**config.mk**
```make
export PLATFORM = sky130hd
export DESIGN_NAME = pwr_axil_write_arb
export DESIGN_NICKNAME = d
export VERILOG_FILES = /design/src/rtl/pwr_axil_write_arb.sv
export SDC_FILE = /design/constraint.sdc
export NUM_CORES = 1
export LEC_CHECK = 0
export CELL_PAD_IN_SITES_DETAIL_PLACEMENT = 0
export CELL_PAD_IN_SITES_GLOBAL_PLACEMENT = 2
export CORE_ASPECT_RATIO = 1.75
export CORE_UTILIZATION = 28
export DETAILED_ROUTE_END_ITERATION = 12
export PLACE_DENSITY_LB_ADDON = 0.25
export SLEW_MARGIN = 10
export SYNTH_ARGS = -nofsm -noshare
export SYNTH_HDL_FRONTEND = slang
export SYNTH_SLANG_ARGS = --single-unit
```
**constraint.sdc**
```tcl
create_clock -name clk -period 2.15 [get_ports clk]
set_input_delay 0.3225 -clock clk [delete_from_list [all_inputs] [get_ports clk]]
set_output_delay 0.3225 -clock clk [all_outputs]
set_load 0.03 [all_outputs]
```
**src/rtl/pwr_axil_write_arb.sv**
```systemverilog
// pwr_axil_write_arb
//
// Arbitrates single-beat AXI-Lite writes between two requesters: the power
// sequencer ("maestro", higher priority) and the observation-forwarding FSM.
// Each requester raises a rising edge on its req line. The arbiter latches the
// address/data, issues one AW/W beat, waits for the B response and returns a
// one-cycle ack qualified by valid (1 = OKAY). Only one write is in flight at
// a time.
//
// Ports
//   clk, rst_n                     clock, synchronous active-low reset
//   maestro_adress_i/data_i/req_i  maestro write request (edge triggered)
//   maestro_ack_o/valid_o          maestro completion pulse / OKAY qualifier
//   fsm_adress_i/data_i/req_i      fsm write request (edge triggered)
//   fsm_ack_o/valid_o              fsm completion pulse / OKAY qualifier
//   aw_*, w_*, b_*                 AXI-Lite write channels (manager side)
//   err_o                          sticky: some write failed or timed out
module pwr_axil_write_arb #(
  parameter int unsigned ADDR_W       = 32,
  parameter int unsigned DATA_W       = 32,
  parameter int unsigned RESP_TIMEOUT = 256
) (
  input  logic                clk,
  input  logic                rst_n,
  input  logic [ADDR_W-1:0]   maestro_adress_i,
  input  logic [DATA_W-1:0]   maestro_data_i,
  input  logic                maestro_req_i,
  output logic                maestro_ack_o,
  output logic                maestro_valid_o,
  input  logic [ADDR_W-1:0]   fsm_adress_i,
  input  logic [DATA_W-1:0]   fsm_data_i,
  input  logic                fsm_req_i,
  output logic                fsm_ack_o,
  output logic                fsm_valid_o,
  output logic [ADDR_W-1:0]   aw_addr,
  output logic [2:0]          aw_prot,
  output logic                aw_valid,
  input  logic                aw_ready,
  output logic [DATA_W-1:0]   w_data,
  output logic [DATA_W/8-1:0] w_strb,
  output logic                w_valid,
  input  logic                w_ready,
  input  logic [1:0]          b_resp,
  input  logic                b_valid,
  output logic                b_ready,
  output logic                err_o
);

  // Counter must hold RESP_TIMEOUT itself; a disabled timeout still needs a 1-bit counter.
  localparam int unsigned    CntW    = (RESP_TIMEOUT > 0) ? $clog2(RESP_TIMEOUT + 1) : 1;
  localparam logic [CntW-1:0] CntLast = CntW'(RESP_TIMEOUT - 1);

  typedef enum logic [1:0] {StIdle, StAddr, StResp, StAck} state_e;

  state_e            state_q;
  logic              m_req_q, f_req_q;
  logic              m_pend_q, f_pend_q;
  logic [ADDR_W-1:0] m_addr_q, f_addr_q;
  logic [DATA_W-1:0] m_data_q, f_data_q;
  logic              gnt_q;  // 0 = maestro, 1 = fsm
  logic [CntW-1:0]   cnt_q;

  logic m_edge, f_edge;
  logic m_grant, f_grant;
  logic aw_fin, w_fin;
  logic resp_fire, resp_ok, resp_timeout;

  assign m_edge  = maestro_req_i & ~m_req_q;
  assign f_edge  = fsm_req_i & ~f_req_q;

  // Maestro wins when both are pending.
  assign m_grant = (state_q == StIdle) & m_pend_q;
  assign f_grant = (state_q == StIdle) & ~m_pend_q & f_pend_q;

  // A channel is finished when it already dropped valid or handshakes now.
  assign aw_fin  = ~aw_valid | aw_ready;
  assign w_fin   = ~w_valid | w_ready;

  assign resp_fire    = b_valid & b_ready;
  assign resp_ok      = resp_fire & (b_resp == 2'b00);
  // The last counted RESP cycle without b_valid ends the wait.
  assign resp_timeout = (RESP_TIMEOUT != 0) && (cnt_q == CntLast);

  assign aw_prot = 3'b000;
  assign w_strb  = '1;

  // Request capture runs in every FSM state. A fresh edge beats a same-cycle
  // grant so that request is not lost.
  always_ff @(posedge clk) begin
    if (!rst_n) begin
      m_req_q  <= 1'b0;
      f_req_q  <= 1'b0;
      m_pend_q <= 1'b0;
      f_pend_q <= 1'b0;
      m_addr_q <= '0;
      m_data_q <= '0;
      f_addr_q <= '0;
      f_data_q <= '0;
    end else begin
      m_req_q <= maestro_req_i;
      f_req_q <= fsm_req_i;
      if (m_edge) begin
        m_pend_q <= 1'b1;
        m_addr_q <= maestro_adress_i;
        m_data_q <= maestro_data_i;
      end else if (m_grant) begin
        m_pend_q <= 1'b0;
      end
      if (f_edge) begin
        f_pend_q <= 1'b1;
        f_addr_q <= fsm_adress_i;
        f_data_q <= fsm_data_i;
      end else if (f_grant) begin
        f_pend_q <= 1'b0;
      end
    end
  end

  always_ff @(posedge clk) begin
    if (!rst_n) begin
      state_q         <= StIdle;
      gnt_q           <= 1'b0;
      cnt_q           <= '0;
      aw_addr         <= '0;
      aw_valid        <= 1'b0;
      w_data          <= '0;
      w_valid         <= 1'b0;
      b_ready         <= 1'b0;
      maestro_ack_o   <= 1'b0;
      maestro_valid_o <= 1'b0;
      fsm_ack_o       <= 1'b0;
      fsm_valid_o     <= 1'b0;
      err_o           <= 1'b0;
    end else begin
      unique case (state_q)
        StIdle: begin
          if (m_grant || f_grant) begin
            gnt_q    <= f_grant;
            aw_addr  <= f_grant ? f_addr_q : m_addr_q;
            w_data   <= f_grant ? f_data_q : m_data_q;
            aw_valid <= 1'b1;
            w_valid  <= 1'b1;
            state_q  <= StAddr;
          end
        end
        StAddr: begin
          if (aw_fin && w_fin) begin
            aw_valid <= 1'b0;
            w_valid  <= 1'b0;
            b_ready  <= 1'b1;
            cnt_q    <= '0;
            state_q  <= StResp;
          end else begin
            if (aw_valid && aw_ready) aw_valid <= 1'b0;
            if (w_valid && w_ready)   w_valid  <= 1'b0;
          end
        end
        StResp: begin
          if (resp_fire || resp_timeout) begin
            b_ready <= 1'b0;
            if (gnt_q) begin
              fsm_ack_o   <= 1'b1;
              fsm_valid_o <= resp_ok;
            end else begin
              maestro_ack_o   <= 1'b1;
              maestro_valid_o <= resp_ok;
            end
            if (!resp_ok) err_o <= 1'b1;
            state_q <= StAck;
          end else begin
            cnt_q <= cnt_q + 1'b1;
          end
        end
        StAck: begin
          maestro_ack_o   <= 1'b0;
          maestro_valid_o <= 1'b0;
          fsm_ack_o       <= 1'b0;
          fsm_valid_o     <= 1'b0;
          state_q         <= StIdle;
        end
        default: state_q <= StIdle;
      endcase
    end
  end

endmodule

```
# After elaboration in Yosys (flattened, before gate mapping)
# Index checks and enable logic that the tools add are counted.
# W data, S select, Z words.
# op_classes
mux,35
addsub,1
n_reduce_logical,21
eq_ne,12
n_bitwise,15
# ops
operator,count
$mux W32,2
$reduce_and A3 Y1,8
$mux W1,19
$mux W9,2
$pmux W9 S2,1
$pmux W1 S2,7
$ne A2 B2 Y1 const B,5
$reduce_bool A2 Y1,5
$add A9 B1 Y9 const B,1
$eq A9 B8 Y1 const B,1
$pmux W2 S4,1
$and A1 B1 Y1,7
$mux W2,3
$ne A3 B3 Y1 const B,2
$not A1 Y1,6
$eq A2 B2 Y1 const B,2
$logic_not A2 Y1,2
$logic_and A1 B1 Y1,3
$eq A2 B1 Y1 const B,1
$logic_or A1 B1 Y1,2
$ne A2 B1 Y1 const B,1
$or A1 B1 Y1,2
$reduce_and A2 Y1,1
# word_totals
out_inout_bits,79
reg_bits,216
word_cells,105
in_bits,137

# Depth between registers and ports, before layout
# Gate-level depths: netlist (run 1).
# logic_depth
depth_word,6
mapped_depth,8

# Worst setup path before layout (run 1)
# OpenSTA, ideal clock, no wires.
# synth_timing
path_kind,flip-flop to flip-flop
from,reg cnt_q[0]
to,reg cnt_q[7]
synth_period_minus_slack_ps,1873
arrival_ps,1804
path_buffers,0
stages_incl_launch_ff,9
slack_ps,277
cell_sequence,dfxtp_1 ha_1 nand3_1 nor2_1 ha_1 a21oi_4 a21oi_2 or4_1 a21oi_1
# synth_between
elab_chain_len,4
word_cells_on_any_way,7
cone_classes,add/sub: 1; eq/ne: 2; mux: 2; reduce/logical: 2
# synth_rtl
item,line_no,source
"start, declared",61,logic [CntW-1:0] cnt_q;
"start signal, assigned",171,cnt_q <= cnt_q + 1'b1;
"parallel branches: the longest is 4 deep, another holds $add A9 B1 Y9",--,
# Parallel ways; which one is timed is not known. The select of a mux whose other input is x is not followed.
# A chain may end at the register's enable or synchronous reset.

# Worst setup path in the final report (run 1)
# layout_timing
from,reg b_ready
to,out b_ready
# layout_lines
item,line_no,source
"start, declared",45,"output logic b_ready,"
"start signal, assigned",128,b_ready <= 1'b0;
"start signal, assigned",150,b_ready <= 1'b1;
"start signal, assigned",160,b_ready <= 1'b0;
# No word-level cell between the ends.

==> metrics.txt, run 1 <==
Post-Synthesis Cells 998; clock sink count 216; GR Util All Layers between 10% and 20%; number of synthesized flops with an enable pin 0; CP Launch Type flop; Async SR Flop Fraction 0%; core area 29500 um2; ratio of cells with drive above 1 in the final layout 5.78%; Tcrit/Tclk final 94.9%; minimum clock period 2.04 ns; syn avg cell area 8.47 um2; arrival time of the worst setup path 1.72 ns; Netlist cell types 42; worst hold path type input pin to flop; initial antenna violation count 2; CTS root buf clkbuf_16; slowest cell on the critical path clkdlybuf4s50_1; hold_buf cts 0; final setup vio count 0; DIE WIDTH 133 um; f_max 490 MHz; post-route ant nets 0; CP Class flop to output port; final number of hold-violating endpoints 0; Longest Clk Path Bufs 3; CP Capture Type output port; # Post-CTS Setup Buffers 0; setup TNS 0 ns; Syn Std Cell Area 8450 um2; MaxCap Viol Count 0; VDD IR max ~730 uV; first-pass GRT wire length 40000 um; die area about 31000 um2; RSZ-0062 raised after global routing no; CTS Buf Count 23; die height 232 um; routed vias 7360; slew margin rel. 66.3%; Synth Register Bits between 200 and 250; vias per inst approximately 4.7; # fillers 3064; drc violations 0; number of core rows 83; Worst-path clk slew 0.07 ns; GP Congestion 0.776; most common cell after layout, fill and taps aside nand2_1; total power 13.0 mW; Non-Filler Instances 1577; htree depth 1; commonest cells after routing, fill and taps aside nand2_1, dfxtp_1, clkdlybuf4s50_1, a21oi_1, nor2_1; area of the multi-input gates 3760 um2; Ys Warns 0; CP cell instances clkdlybuf4s50_1; Final #Nets 1322; Post-CTS Resized 0; r2r setup slk 0.18 ns; clock skew around 0.0095 ns; Initial Util 28.6%; buffers plus inverters on the worst setup path 1; routed length per instance 16.1 um; total gr overflow 0; register area share after synthesis 51.2%; initial detailed-routing violation count 191; PwrDens 1100 nW/um2; Final WS setup 0.109 ns; vias in the first global route about 7200; Routed WL 25400 um; Port Buffer Count 208; hpwl dp 16400 um; status complete, no violations; measured slew at the worst slew-check pin 0.504 ns; leakage power 4.61 nW; CTS tree built; Crit path required time 1.83 ns; CP top delay family buffers and inverters; FF/Latch Area ~4300 um2; I/O pin count 216; CP peak stage delay 0.73 ns; clk_lat worst skew 0.51 ns; CP Max Fanout 6; largest net degree at the start of global routing 99; Placed Cells 1535; DRT Pass-1 Iters 4; Final Slew Violations 0; synth-to-layout area growth 39.4%; worst slack at placement approximately 0.16 ns; Main synth FF type dfxtp_1
==> cell usage after synthesis (3+ instances only) <==
master | number | share of area [%]
nand2_1 | 267 | 12
mux2i_1 | 65 | 7.7
o311ai_0 | 3 | 0.31
nand3_1 | 7 | 0.41
a211oi_1 | 65 | 5.8
nor2b_1 | 5 | 0.37
o21a_1 | 3 | 0.27
o21ai_0 | 10 | 0.59
a21o_1 | 3 | 0.27
a21boi_0 | 5 | 0.44
nor2_1 | 71 | 3.2
buf_1 | 12 | 0.53
dfxtp_1 | 216 | 51
a21oi_1 | 140 | 8.3
nand2b_1 | 7 | 0.52
buf_6 | 5 | 0.67
buf_2 | 12 | 0.71
nor3_1 | 7 | 0.41
inv_1 | 6 | 0.27
buf_4 | 8 | 0.71
ha_1 | 7 | 1.0
clkbuf_1 | 44 | 2.0
==> per-stage QoR <==
stage | hold WS (ns) | area (um2) | utilization (%)
2_1_floorplan | 0.436 | 8470 | -
3_3_place_gp | 0.438 | 11000 | 37.3
3_5_place_dp | 0.446 | 11000 | 37.3
4_1_cts | 0.326 | 11800 | 39.9
5_1_grt | 0.339 | 11800 | 39.9
6_report | 0.355 | 11800 | 39.9
==> final cells by class <==
class | count | area share, %
Sequential cell | 216 | 36.7
Multi-Input combinational cell | 699 | 31.9
Timing Repair Buffer | 231 | 20.5
Clock buffer | 33 | 5.71
Tap cell | 382 | 4.06
Clock inverter | 8 | 0.786
Inverter | 7 | 0.266
Antenna cell | 1 | 0.0212
==> path summary, 6_finish.rpt <==
check,end,startpoint,cells past startpoint
worst min-delay path,m_data_q[4],maestro_data_i[4],3
worst max register to register,cnt_q[5],cnt_q[0],9
worst min register to register,m_addr_q[11],m_addr_q[11],2
worst max-delay path,b_ready,b_ready,1
==> cells by family after synthesis <==
kind of cell	synth area share [%]
AO/OA/AOI/OAI	17.2
adder cells (fa/ha/maj)	1.04
buffers and inverters	4.89
flip-flops	51.2
multiplexers	7.70
other	0.0889
AND/OR/NAND/NOR	17.9
==> power by group <==
| group | total, mW | switching [mW] | internal [mW] |
|---|---|---|---|
| clock | 4.06 | 1.65 | 2.41 |
| sequential | 4.90 | 0.328 | 4.57 |
| combinational | 4.04 | 2.36 | 1.67 |
==> state kept, by name, indices dropped and copies added (netlist names), 2 cells and up <==
name / cells
aw_addr: 32
cnt_q: 9
f_addr_q: 32
f_data_q: 32
m_addr_q: 32
m_data_q: 32
state_q: 2
w_data: 32
==> metal layers <==
| metal | vias up | global-route usage (%) | routed length (um) |
|---|---|---|---|
| met5 | - | 0 | 13 |
| met4 | 2 | 5.01 | 483 |
| met3 | 28 | 3.36 | 1390 |
| met2 | 168 | 31.0 | 13400 |
| met1 | 3427 | 18.2 | 10200 |
| li1 | 3735 | - | - |
Note: power is estimated with default switching activity, not from simulation.
==> run 2: changes to the inputs <==
--- a/config.mk
+++ b/config.mk
@@ -15,3 +15,4 @@
 export SYNTH_ARGS = -nofsm -noshare
 export SYNTH_HDL_FRONTEND = slang
 export SYNTH_SLANG_ARGS = --single-unit
+export TNS_END_PERCENT = 50
==> constraint.sdc (replaced) <==
create_clock -name clk -period 2.15 [get_ports clk]
set_input_delay 0.43 -clock clk [delete_from_list [all_inputs] [get_ports clk]]
set_output_delay 0.43 -clock clk [all_outputs]
set_load 0.03 [all_outputs]
==> run 2 against run 1 <==
Compared with the run above: via count shrank 1.0%; largest power group unchanged; critical path type unchanged; sequential cell count unchanged; largest cell class unchanged; total power decreased by 1.3%; first-iteration DRC count increased by 55%; sequential power barely moved.
==> metrics.txt, run 2 (same netlist as run 1, synthesis figures left out) <==
status complete, no violations; I/O pin count 216; # diodes 0; synth-to-layout area growth 38.7%; Sw Ratio 33.7%; drc violations 0; ratio of cells with drive above 1 in the final layout 5.44%; commonest cells after routing, fill and taps aside nand2_1, dfxtp_1, clkdlybuf4s50_1, a21oi_1, nor2_1; WP depth 1; RSZ-0062 raised after global routing no; Routed WL 25600 um; CTS Buf Count 23; setup TNS 0 ns; largest net degree at the start of global routing 104; die height 232 um; CP Class flop to output port; worst hold path type flop to flop; Comb pwr share 31.7%; slew margin rel. 63.5%; arrival time of the worst setup path approximately 1.6 ns; measured slew at the worst slew-check pin about 0.55 ns; VDD IR max around 630 uV; CP cell instances clkdlybuf4s50_1; GP Congestion 0.758; buffers plus inverters on the worst setup path 1; core area 29500 um2; clk_lat worst skew 0.52 ns; Final Slew Violations 0; htree depth 1; initial detailed-routing violation count approximately 300; Crit path required time 1.72 ns; DRT Pass-1 Iters 4; die area around 31000 um2; number of core rows just over 80; final setup vio count 0; CP top delay family buffers and inverters; routed vias 7286; initial antenna violation count 0; total gr overflow 0; RR Endpoint cnt_q[4]; first-pass GRT wire length roughly 40000 um; vias in the first global route between 7000 and 8000; Switch Pwr 4.33 mW; Longest Clk Path Bufs 3; DIE WIDTH roughly 130 um; CP Launch Type flop; Final WS setup 0.127 ns; clock skew 0.00847 ns; Clk pwr share between 30% and 40%; GR Util All Layers 16.4%; Tcrit/Tclk final 94.1%; internal power about 8.5 mW; Worst-path clk slew 0.06 ns; Hold Path Origin err_o; final number of hold-violating endpoints 0; Sequential Power Share 38.3%; minimum clock period 2.02 ns; r2r setup slk 0.17 ns; worst slack at placement around 0.04 ns; post-route ant nets 0; CP Launch Point aw_addr[0]; CP peak stage delay 0.69 ns; CTS root buf clkbuf_16; CTS tree built; hold_buf cts 0; cell count of the worst hold path 2; reg2reg start cnt_q[0]; # Post-CTS Setup Buffers 0; CP Capture Type output port; CP Max Fanout 2; Initial Util 28.6%; Post-CTS Resized 1; f_max 494 MHz; most common cell after layout, fill and taps aside nand2_1; routed length per instance 16.2 um; clock sink count about 220; Port Buffer Count 208; Reg2Reg Depth 8; MaxCap Viol Count 0; Final #Nets 1324; Hold EP err_o; PwrDens 1100 nW/um2; slowest cell on the critical path clkdlybuf4s50_1; leakage power 4.59 nW; hpwl dp 16200 um; vias per inst 4.62
## run 2: changes by cell type in the layout (fill, tap and decap cells not counted), sizes merged
cell and delta:
clkbuf +6, diode -1, clkinv -5, clkinvlp -1, inv +1, clkdlybuf4s50 -1
bufinv -2, buf +2, dlygate4sd2 +1
## run 2: cell type report
| cell class | count | area (um2) |
|---|---|---|
| fillers | 3069 | 17800 |
| flip-flops and latches | 216 | 4320 |
| inverters | 7 | 31.3 |
| repair buffers | 233 | 2410 |
| well taps | 382 | 478 |
| clock inverters | 1 | 8.76 |
| clock buffers | 39 | 716 |
| multi-input cells | 699 | 3760 |
## run 2: how the worst max path moves through the flow
stage	end	slack, ns
2_1_floorplan	cnt_q[7]	0.28
3_3_place_gp	cnt_q[7]	0.04
3_5_place_dp	cnt_q[7]	0.04
4_1_cts	w_data[28]	0.09
5_1_grt	cnt_q[4]	0.02
6_report	aw_addr[0]	0.13
## run 2: power by group through the flow
stage | Combinational, mW | Clock, mW | Sequential [mW]
2_1_floorplan | 1.72 | 0 | 5.69
3_3_place_gp | 4.13 | 0 | 5.00
3_5_place_dp | 4.13 | 0 | 5.01
4_1_cts | 4.14 | 4.02 | 4.92
5_1_grt | 4.41 | 4.16 | 4.99
6_report | 4.07 | 3.86 | 4.91
## run 2: stage by stage
step                hold slack, ns  std cells  total power, mW  util [%]  area, um2
floorplan                    0.436       1003             7.41         -       8470
global placement             0.436       1537             9.13      37.3      11000
detailed placement           0.441       1537             9.14      37.3      11000
CTS                          0.431       1577             13.1      39.7      11700
global route                 0.455       1577             13.6      39.7      11700
finish                       0.447       1577             12.8      39.7      11700
## run 2: routing by layer
| layer | GRT usage, % | part of all wire [%] | vias to the layer above |
|---|---|---|---|
| met2 | 30.8 | 52 | 162 |
| met3 | 2.88 | 4.6 | 25 |
| met1 | 18.5 | 41 | 3369 |
| met5 | 0 | 0 | - |
| li1 | - | - | 3730 |
| met4 | 4.87 | 1.7 | 0 |
==> run 3: changes to the inputs <==
--- a/config.mk
+++ b/config.mk
@@ -5,12 +5,14 @@
 export SDC_FILE = /design/constraint.sdc
 export NUM_CORES = 1
 export LEC_CHECK = 0
+export CAP_MARGIN = 20
 export CELL_PAD_IN_SITES_DETAIL_PLACEMENT = 0
 export CELL_PAD_IN_SITES_GLOBAL_PLACEMENT = 2
 export CORE_ASPECT_RATIO = 1.75
 export CORE_UTILIZATION = 28
 export DETAILED_ROUTE_END_ITERATION = 12
 export PLACE_DENSITY_LB_ADDON = 0.25
+export SETUP_SLACK_MARGIN = 0.2
 export SLEW_MARGIN = 10
 export SYNTH_ARGS = -nofsm -noshare
 export SYNTH_HDL_FRONTEND = slang
==> run 3 against run 2 <==
Compared with the run above: count of clock-buffer cells in the layout unchanged; sequential cell count unchanged; sequential share of layout area down 0.083 points; combinational power down 2%; maximum frequency up 3.4%; die area unchanged; cell count unchanged; setup slack better by 0.066 ns; register-to-register slack better by 0.17 ns; utilization up 0.14 points; largest power group unchanged; highest routed layer unchanged.
==> metrics.txt, run 3 (same netlist as run 1, synthesis figures left out) <==
GR Util All Layers 16.4%; WP depth 1; CP Class flop to output port; DIE WIDTH 133 um; # fillers 3088; CP Launch Type flop; number of core rows 83; RSZ-0062 raised after global routing yes; Non-Filler Instances 1577; most common cell after layout, fill and taps aside nand2_1; Routed WL 25600 um; CP Capture Type output port; die height roughly 230 um; CP top delay family buffers and inverters; clock skew 0.00597 ns; synth-to-layout area growth 39.2%; first-pass GRT wire length 39700 um; status complete, no violations; DRT Pass-1 Iters 4; initial detailed-routing violation count 307; leakage power 4.94 nW; total gr overflow 0; PwrDens 1080 nW/um2; Initial Util 28.6%; Final #Nets 1324; Port Buffer Count 208; hold_buf cts 0; final setup vio count 0; core area 29500 um2; CTS root buf clkbuf_16; # Post-CTS Setup Buffers 0; htree depth 1; buffers plus inverters on the worst setup path 1; CP Max Fanout 2; arrival time of the worst setup path 1.53 ns; final instance area 11800 um2; CTS Buf Count 23; CP cell instances clkdlybuf4s50_1; commonest cells after routing, fill and taps aside nand2_1, dfxtp_1, clkdlybuf4s50_1, a21oi_1, nor2_1; post-route core utilization 39.9%; Placed Area 11000 um2; MaxCap Viol Count 0; WL met3 1160 um; clk_lat worst skew 0.52 ns; CP peak stage delay 0.67 ns; Longest Clk Path Bufs 3; hpwl dp 16200 um; VDD IR max 632 uV; Reg2Reg Depth 6; CP Launch Point w_data[1]; r2r setup slk around 0.34 ns; largest net degree at the start of global routing 104; Final Slew Violations 0; Placed Cells 1537; Crit path required time ~1.7 ns; vias in the first global route slightly above 7000; slew margin rel. 63.4%; routed vias 7282; vias per inst between 4 and 5; total power 12.7 mW; RR Endpoint w_data[30]; end of the critical path w_data[1]; ratio of cells with drive above 1 in the final layout 6.53%; final number of hold-violating endpoints 0; worst hold path type flop to flop; Worst-path clk slew 0.06 ns; I/O pin count about 220; drc violations 0; minimum clock period 1.96 ns; DRT met1 WL 10600 um; post-route ant nets 0; GP Congestion 0.758; uppermost routed layer met4; CTS tree built; Tcrit/Tclk final between 90% and 100%; met2 wirelength from detailed routing 13500 um; slowest cell on the critical path clkdlybuf4s50_1; routed length per instance 16.3 um; clock sink count 216; reg2reg start state_q[0]; # diodes 0; die area 30900 um2; f_max between 500 and 600 MHz; measured slew at the worst slew-check pin ~0.55 ns; initial antenna violation count 0; setup TNS 0 ns
## run 3: cell count changes in the layout (fill, tap and decap cells not counted), sizes merged
cell | previous run | this run
dlygate4sd2 | 1 | 37
dlymetal6s2s | 0 | 13
clkdlybuf4s50 | 207 | 158
## run 3: final cells by class
cell class                 instances  area [um2]  share of cell area [%]
clock buffer                      39         716                    6.08
clock inverter                     1        8.76                  0.0745
inverter                           7        31.3                   0.266
multi-input combinational        699        3810                    32.4
sequential                       216        4330                    36.8
tap                              382         478                    4.06
timing repair buffer             233        2390                    20.3
## run 3: stage by stage
stage	hold WS (ns)	setup slack (ns)
after CTS	0.431	0.153
after global placement	0.436	0.0373
after global routing	0.455	0.145
final	0.447	0.192
after floorplan	0.436	0.277
after detailed placement	0.441	0.0404
## run 3: per-layer routing
metal	track usage (%)	vias up
li1	-	3732
met1	18.4	3375
met2	30.9	154
met3	2.88	21
met4	4.87	0
met5	0	-
## run 3: worst min path at each step
stage                     cells past startpoint           startpoint            to
final                                         2                err_o         err_o
after global routing                          3     fsm_adress_i[29]  f_addr_q[29]
after CTS                                     3  maestro_adress_i[4]   m_addr_q[4]
after detailed placement                      2                err_o         err_o
after global placement                        2                err_o         err_o
after floorplan                               2          f_addr_q[0]   f_addr_q[0]
## run 3: power breakdown
group	internal (mW)	switching [mW]
registers	4.58	0.332
logic	1.57	2.40
clock network	2.25	1.61
total	8.40	4.34
## run 3: what timing repair did
action,4_1_cts,5_1_grt
setup endpoints to repair,74,48
pin swaps,0,1
resized for setup,37,30
## run 3: worst register-to-register path: stages (launching register included)
cell	delay (ns)
dfxtp_1	0.39
inv_1	0.10
ha_1	0.25
nand3b_1	0.22
buf_12	0.34
mux2i_1	0.28
a211oi_1	0.09
